--- config.mk ---
export PLATFORM = sky130hd
export DESIGN_NAME = impulse_accumulator
export DESIGN_NICKNAME = d
export VERILOG_FILES = /design/src/rtl/impulse_accumulator_pkg.sv /design/src/rtl/impulse_accumulator_mac.sv /design/src/rtl/impulse_accumulator.sv
export SDC_FILE = /design/constraint.sdc
export NUM_CORES = 1
export LEC_CHECK = 0
export ABC_AREA = 1
export BUFFER_PORTS_ARGS = -buffer_cell sky130_fd_sc_hd__buf_2
export CAP_MARGIN = 10
export CORE_ASPECT_RATIO = 0.6
export CORE_MARGIN = 5
export CORE_UTILIZATION = 65
export CTS_CLUSTER_DIAMETER = 50
export CTS_CLUSTER_SIZE = 14
export DETAILED_ROUTE_END_ITERATION = 6
export PLACE_DENSITY_LB_ADDON = 0.08
export REMOVE_ABC_BUFFERS = 1
export SLEW_MARGIN = 25
export SYNTH_ARGS = -nofsm -noshare
export SYNTH_HDL_FRONTEND = slang
export SYNTH_HIERARCHICAL = 1
export SYNTH_SLANG_ARGS = --single-unit
--- constraint.sdc ---
create_clock -name clk -period 4.1 [get_ports clk]
set_clock_uncertainty 0.15 [all_clocks]
set_input_delay 0.205 -clock clk [delete_from_list [all_inputs] [get_ports clk]]
set_output_delay 0.205 -clock clk [all_outputs]
set_load 0.01 [all_outputs]
--- src/rtl/impulse_accumulator_pkg.sv ---
// ----------------------------------------------------------------------------
// impulse_accumulator_pkg
// Shared definitions for the impulse accumulator: FSM state encoding,
// impulse-word field positions, read-word kind constants, end-of-list value
// and multiply pipeline widths.
// ----------------------------------------------------------------------------
package impulse_accumulator_pkg;

    // Sequencer states
    typedef enum logic [2:0] {
        ST_IDLE     = 3'd0,
        ST_WAIT_IMP = 3'd1,
        ST_WAIT_SMP = 3'd2,
        ST_DRAIN    = 3'd3,
        ST_EMIT     = 3'd4
    } state_e;

    // Impulse word layout: [15:13] top offset, [12:9] bottom offset,
    // [8] negative, [7:0] unsigned Q0.8 coefficient
    localparam int IMP_TOP_MSB  = 15;
    localparam int IMP_TOP_LSB  = 13;
    localparam int IMP_BOT_MSB  = 12;
    localparam int IMP_BOT_LSB  = 9;
    localparam int IMP_NEG_BIT  = 8;
    localparam int IMP_COEF_MSB = 7;
    localparam int IMP_COEF_LSB = 0;

    // rd_kind encoding
    localparam logic RD_KIND_IMP = 1'b0;
    localparam logic RD_KIND_SMP = 1'b1;

    // An all-zero impulse word terminates the list for the period
    localparam logic [15:0] END_OF_LIST = 16'h0000;

    // signed 16-bit sample times {1'b0, 8-bit coef}
    localparam int PROD_W = 25;

    // Output is the accumulator scaled back by the Q0.8 coefficient
    localparam int OUT_SHIFT = 8;

endpackage

--- src/rtl/impulse_accumulator_mac.sv ---
// ----------------------------------------------------------------------------
// impulse_mac
// Two-stage multiply/accumulate.
//   stage 1: registers signed(sample) * {1'b0,coef} as a 25-bit product
//   stage 2: adds (or subtracts when negative) the sign-extended product
// Ports:
//   clk, rst_n   clock / asynchronous active-low reset
//   i_clear      synchronous clear of accumulator and stage-1 valid
//   i_valid      issue one multiply this cycle
//   i_sample     signed 16-bit delayed sample
//   i_coef       unsigned Q0.8 coefficient
//   i_neg        subtract the product instead of adding it
//   o_acc        accumulator value
//   o_busy       a product is still in flight
// ----------------------------------------------------------------------------
module impulse_mac
    import impulse_accumulator_pkg::*;
#(
    parameter int ACC_W = 34
) (
    input  logic             clk,
    input  logic             rst_n,
    input  logic             i_clear,
    input  logic             i_valid,
    input  logic [15:0]      i_sample,
    input  logic [7:0]       i_coef,
    input  logic             i_neg,
    output logic [ACC_W-1:0] o_acc,
    output logic             o_busy
);

    logic signed [PROD_W-1:0] w_prod;
    logic signed [PROD_W-1:0] r_prod;
    logic                     r_s1_neg;
    logic                     r_s1_valid;
    logic signed [ACC_W-1:0]  r_acc;
    logic signed [ACC_W-1:0]  w_prod_ext;

    // Zero-extended coefficient keeps the multiply signed without flipping sign
    assign w_prod     = $signed(i_sample) * $signed({1'b0, i_coef});
    assign w_prod_ext = {{(ACC_W-PROD_W){r_prod[PROD_W-1]}}, r_prod};

    // Stage 1: product register
    always_ff @(posedge clk or negedge rst_n) begin
        if (!rst_n) begin
            r_prod     <= '0;
            r_s1_neg   <= 1'b0;
            r_s1_valid <= 1'b0;
        end else if (i_clear) begin
            r_prod     <= '0;
            r_s1_neg   <= 1'b0;
            r_s1_valid <= 1'b0;
        end else begin
            r_prod     <= w_prod;
            r_s1_neg   <= i_neg;
            r_s1_valid <= i_valid;
        end
    end

    // Stage 2: accumulate
    always_ff @(posedge clk or negedge rst_n) begin
        if (!rst_n) begin
            r_acc <= '0;
        end else if (i_clear) begin
            r_acc <= '0;
        end else if (r_s1_valid) begin
            if (r_s1_neg) begin
                r_acc <= r_acc - w_prod_ext;
            end else begin
                r_acc <= r_acc + w_prod_ext;
            end
        end else begin
            r_acc <= r_acc;
        end
    end

    assign o_acc  = r_acc;
    assign o_busy = r_s1_valid;

endmodule

--- src/rtl/impulse_accumulator.sv ---
// ----------------------------------------------------------------------------
// impulse_accumulator
// Per audio sample period, accumulates impulse-coefficient x delayed-sample
// products streamed from memory and emits the scaled wet result.
// Ports:
//   clk          system clock (rising edge)
//   rst_n        asynchronous active-low reset (release synchronised to clk)
//   sample_tick  start of a new sample period
//   rd_valid     rd_data holds a memory word
//   rd_kind      0 = impulse word, 1 = delayed-sample word
//   rd_data      memory word
//   audio_out    signed wet result of the last completed period
//   out_valid    one-cycle pulse when audio_out updates
//   tap_count    pairs accumulated in the last completed period
//   seq_err      sticky out-of-order word flag, cleared only by reset
// Configuration macro:
//   IMPULSE_ACC_SAT_EN  defined: saturate audio_out to the signed 16-bit range
//                       undefined: audio_out = acc[23:8] (wrap)
// ----------------------------------------------------------------------------
module impulse_accumulator
    import impulse_accumulator_pkg::*;
#(
    parameter int MAX_TAPS = 511,
    parameter int ACC_W    = 34
) (
    input  logic        clk,
    input  logic        rst_n,
    input  logic        sample_tick,
    input  logic        rd_valid,
    input  logic        rd_kind,
    input  logic [15:0] rd_data,
    output logic [15:0] audio_out,
    output logic        out_valid,
    output logic [9:0]  tap_count,
    output logic        seq_err
);

    localparam logic [9:0] MAX_TAPS_C = 10'(MAX_TAPS);

    logic [1:0]       r_rst_sync;
    logic             w_rst_n;
    state_e           r_state;
    logic [7:0]       r_coef;
    logic             r_neg;
    logic [9:0]       r_pairs;
    logic             r_tick_pend;
    logic             w_issue;
    logic             w_clear;
    logic             w_busy;
    logic [ACC_W-1:0] w_acc;
    logic [15:0]      w_audio_next;
    logic             w_is_imp;
    logic             w_is_smp;
    logic             w_is_eol;

    // Reset synchroniser: asserts asynchronously, releases on clk
    always_ff @(posedge clk or negedge rst_n) begin
        if (!rst_n) begin
            r_rst_sync <= 2'b00;
        end else begin
            r_rst_sync <= {r_rst_sync[0], 1'b1};
        end
    end

    assign w_rst_n  = r_rst_sync[1];

    assign w_is_imp = rd_valid && (rd_kind == RD_KIND_IMP);
    assign w_is_smp = rd_valid && (rd_kind == RD_KIND_SMP);
    assign w_is_eol = (rd_data == END_OF_LIST);

    // Pairs past the tap limit complete the handshake but never reach the MAC
    assign w_issue = (r_state == ST_WAIT_SMP) && w_is_smp && !sample_tick
                     && (r_pairs < MAX_TAPS_C);
    assign w_clear = (r_state == ST_IDLE) && (sample_tick || r_tick_pend);

`ifdef IMPULSE_ACC_SAT_EN
    // Clamp acc >>> 8 to the signed 16-bit range
    function automatic logic [15:0] sat_out(input logic [ACC_W-1:0] acc);
        logic [ACC_W-24:0] hi;
        hi = acc[ACC_W-1:23];
        if ((&hi) || (~|hi)) begin
            return acc[23:8];
        end else if (acc[ACC_W-1]) begin
            return 16'h8000;
        end else begin
            return 16'h7FFF;
        end
    endfunction

    logic [7:0] w_unused_acc;
    assign w_unused_acc = w_acc[OUT_SHIFT-1:0];
    assign w_audio_next = sat_out(w_acc);
`else
    logic [ACC_W-17:0] w_unused_acc;
    assign w_unused_acc = {w_acc[ACC_W-1:24], w_acc[OUT_SHIFT-1:0]};
    assign w_audio_next = w_acc[23:8];
`endif

    impulse_mac #(
        .ACC_W (ACC_W)
    ) u_mac (
        .clk      (clk),
        .rst_n    (w_rst_n),
        .i_clear  (w_clear),
        .i_valid  (w_issue),
        .i_sample (rd_data),
        .i_coef   (r_coef),
        .i_neg    (r_neg),
        .o_acc    (w_acc),
        .o_busy   (w_busy)
    );

    // Period sequencer with registered outputs
    always_ff @(posedge clk or negedge w_rst_n) begin
        if (!w_rst_n) begin
            r_state     <= ST_IDLE;
            r_coef      <= 8'h00;
            r_neg       <= 1'b0;
            r_pairs     <= 10'd0;
            r_tick_pend <= 1'b0;
            audio_out   <= 16'h0000;
            out_valid   <= 1'b0;
            tap_count   <= 10'd0;
            seq_err     <= 1'b0;
        end else begin
            out_valid <= 1'b0;
            case (r_state)
                ST_IDLE: begin
                    if (sample_tick || r_tick_pend) begin
                        r_pairs     <= 10'd0;
                        r_tick_pend <= 1'b0;
                        r_state     <= ST_WAIT_IMP;
                    end
                end
                ST_WAIT_IMP: begin
                    if (sample_tick) begin
                        // Early tick: finish this period, then start the next
                        r_tick_pend <= 1'b1;
                        r_state     <= ST_DRAIN;
                    end else if (w_is_imp) begin
                        if (w_is_eol) begin
                            r_state <= ST_DRAIN;
                        end else begin
                            r_coef  <= rd_data[IMP_COEF_MSB:IMP_COEF_LSB];
                            r_neg   <= rd_data[IMP_NEG_BIT];
                            r_state <= ST_WAIT_SMP;
                        end
                    end else if (w_is_smp) begin
                        seq_err <= 1'b1;
                    end
                end
                ST_WAIT_SMP: begin
                    if (sample_tick) begin
                        r_tick_pend <= 1'b1;
                        r_state     <= ST_DRAIN;
                    end else if (w_is_smp) begin
                        if (w_issue) begin
                            r_pairs <= r_pairs + 10'd1;
                        end
                        r_state <= ST_WAIT_IMP;
                    end else if (w_is_imp) begin
                        seq_err <= 1'b1;
                        // An end marker here still closes the list
                        if (w_is_eol) begin
                            r_state <= ST_DRAIN;
                        end else begin
                            r_coef <= rd_data[IMP_COEF_MSB:IMP_COEF_LSB];
                            r_neg  <= rd_data[IMP_NEG_BIT];
                        end
                    end
                end
                ST_DRAIN: begin
                    if (sample_tick) begin
                        r_tick_pend <= 1'b1;
                    end
                    if (!w_busy) begin
                        r_state <= ST_EMIT;
                    end
                end
                ST_EMIT: begin
                    if (sample_tick) begin
                        r_tick_pend <= 1'b1;
                    end
                    audio_out <= w_audio_next;
                    tap_count <= r_pairs;
                    out_valid <= 1'b1;
                    r_state   <= ST_IDLE;
                end
                default: begin
                    r_state <= ST_IDLE;
                end
            endcase
        end
    end

endmodule

==> qor.txt <==
CP startpoint kind = register
IO Pins = 49
final instance area = 0.0137 mm²
Cell Area, Synth = 0.0111 mm²
DRT Wirelength = 32,000 µm
Die X-Extent = 179 µm
final setup fails = 16
Mean Syn Cell Area = 7.24 µm²
DRT antenna net count = 0
placed cell count = 1,854
Total GRT Usage = 30.2%
Pins Over Slew Limit = 0
Yosys warnings = 6
Data required, critical path = 4230 ps
DP HPWL = 21,700 µm
Placeable Area = 0.0169 mm²
failing checks = design-rule violations, negative setup slack
Clk Latency, worst-skew pair = 360 ps
arrival time worst endpoint = 4690 ps
critical path fanouts, max = 4
Tcrit/Tclk final = 111%
Min-Delay Path Class = input port to register
root buffer cell = clkbuf_16
DR vias = 10,400
RSZ-0062 raised after global routing = true
# DRC = 8
final setup margin = -460 ps
share of layout cells above drive strength 1 = 26.0%
PortBufs = 48
Starting Density = 65.5%
met2 Use GR = 44.4%
GRT overflow = 0
H-tree depth = 3
Final Instance Count excl. Fillers = 1,904
Clock Path Buffers = 2
post-layout min period = 4560 ps
Worst-Margin Slew = 595 ps
global-route wire length before repair = 48,100 µm
Slew Limit Headroom = 60.3%
NumNets Final = 1,864
global route hottest layer = met1
CP endpoint kind = register
FILL cells = 1,096
largest net degree at the start of global routing = 43
outcome = complete, but fails checks
setup TNS = -4780 ps
Pre-antenna DRT Iters = 7
met3 Track Usage GR = 7.63%
Crit Path Class = register to register
wire per inst = 16.8 µm
met1 GRT Util = 46.3%
Clock transition at path regs = 80 ps
Die ar. = 0.0199 mm²
Num CTS Buffers = 9
n_diodes = 0
Area after DPL = 0.0121 mm²
synthesized netlist cell count = 1,534
initial drt markers = 1,297
GPL Wtd Cong = 0.967
post-DR vias/cell = 5.46
final hold viol count = 0
Layout area overhead = 23.4%
max_cap viols = 0
initial antenna violation count = 0
vias in the first global route = 9,909
clk sink count = 103
Rows = 37
Max Clk Rate = 0.219 GHz
Chip Height = 111 µm
CTS tree = done
[registers in the layout, summed over array words and instances, names as in the netlist]
name and count:
u_mac/o_busy 1, r_pairs 10, audio_out 16, r_tick_pend 1, u_mac/o_acc 24, u_mac/r_s1_neg 1
tap_count 10, out_valid 1, r_rst_sync 2, u_mac/r_prod 24, r_state 3, r_neg 1
r_coef 8, seq_err 1
[critical path, stage by stage, from the launching register on]
cell     delay [ps]
dfrtp_2         410
buf_4           130
buf_6           100
nand2_1          70
fa_1            580
inv_1            70
fa_1            470
fa_1            540
inv_2            50
fa_1            520
inv_2            60
ha_4            310
nand2_4          70
inv_1           100
nand2_2          90
o21ai_4         240
nand2_1         110
nand2_1         140
o21ai_1          90
a21oi_1         190
[path summary, 6_finish.rpt]
check	slack (ps)	endpoint	startpoint	depth (start not counted)
max	-460	u_mac/r_prod[16]	r_coef[0]	19
min	90	r_tick_pend	sample_tick	3
max reg2reg	-460	u_mac/r_prod[16]	r_coef[0]	19
min reg2reg	200	r_state[1]	r_rst_sync[1]	0
max in group asynchronous	2630	u_mac/o_acc[5]	r_rst_sync[1]	2
min in group asynchronous	200	r_state[1]	r_rst_sync[1]	0
[through the flow]
step / worst slack [ps] / utilization, % / hold slack (ps)
after detailed placement: -487 / 71.6 / -158
after global routing: -530 / 80.9 / 125
after global placement: -478 / 71.5 / -160
after CTS: -200 / 77.0 / 79.2
after floorplan: -295 / - / -241
final: -460 / 80.9 / 85.1
[layout by cell type (no fill, tap or decap), types with 5 or more instances in the layout]
master     count
nand2_1      395
inv_1        308
dfrtp_1       95
fa_1          95
nor2_1        91
buf_4         89
inv_2         57
ha_1          56
nand2_2       49
buf_2         48
a21oi_1       45
o21ai_0       40
nand3_1       27
buf_6         22
xor2_1        20
ha_4          19
xnor2_1       18
nand2_4       18
o21ai_2       15
nor2_2        13
o21ai_1       12
a21oi_4       12
nand4_1       10
clkbuf_16     10
nand3_2        9
nor2_4         8
a21oi_2        8
fa_2           8
dfrtp_2        7
buf_12         6
o21ai_4        6
nor3_2         5
[metal layers]
metal / part of all wire, % / vias up
met2: 43 / 561
met1: 43 / 4934
met3: 12 / 92
met4: 2.3 / 0
li1: - / 4807
met5: 0 / -
[layout make-up]
type / count / area (µm²) / share of cell area, %
Clock buffer: 9 / 225 / 1.64
Clock inverter: 7 / 86.3 / 0.630
Inverter: 367 / 1380 / 10.1
Multi-Input combinational cell: 1015 / 7790 / 56.8
Sequential cell: 103 / 2590 / 18.9
Tap cell: 234 / 293 / 2.14
Timing Repair Buffer: 169 / 1340 / 9.75
[what timing repair did]
item / in CTS / in global routing
hold buffers: 2 / 0
hold endpoints to repair: 2 / 0
endpoints found under the setup margin: 16 / 17
gates cloned: 0 / 1
pin swaps: 50 / 149
setup buffers: 18 / 14
resized for setup: 99 / 159
Power is left out: the tool's default activity adds up to more than one toggle a clock period on the data nets, which glitch-free logic cannot reach.
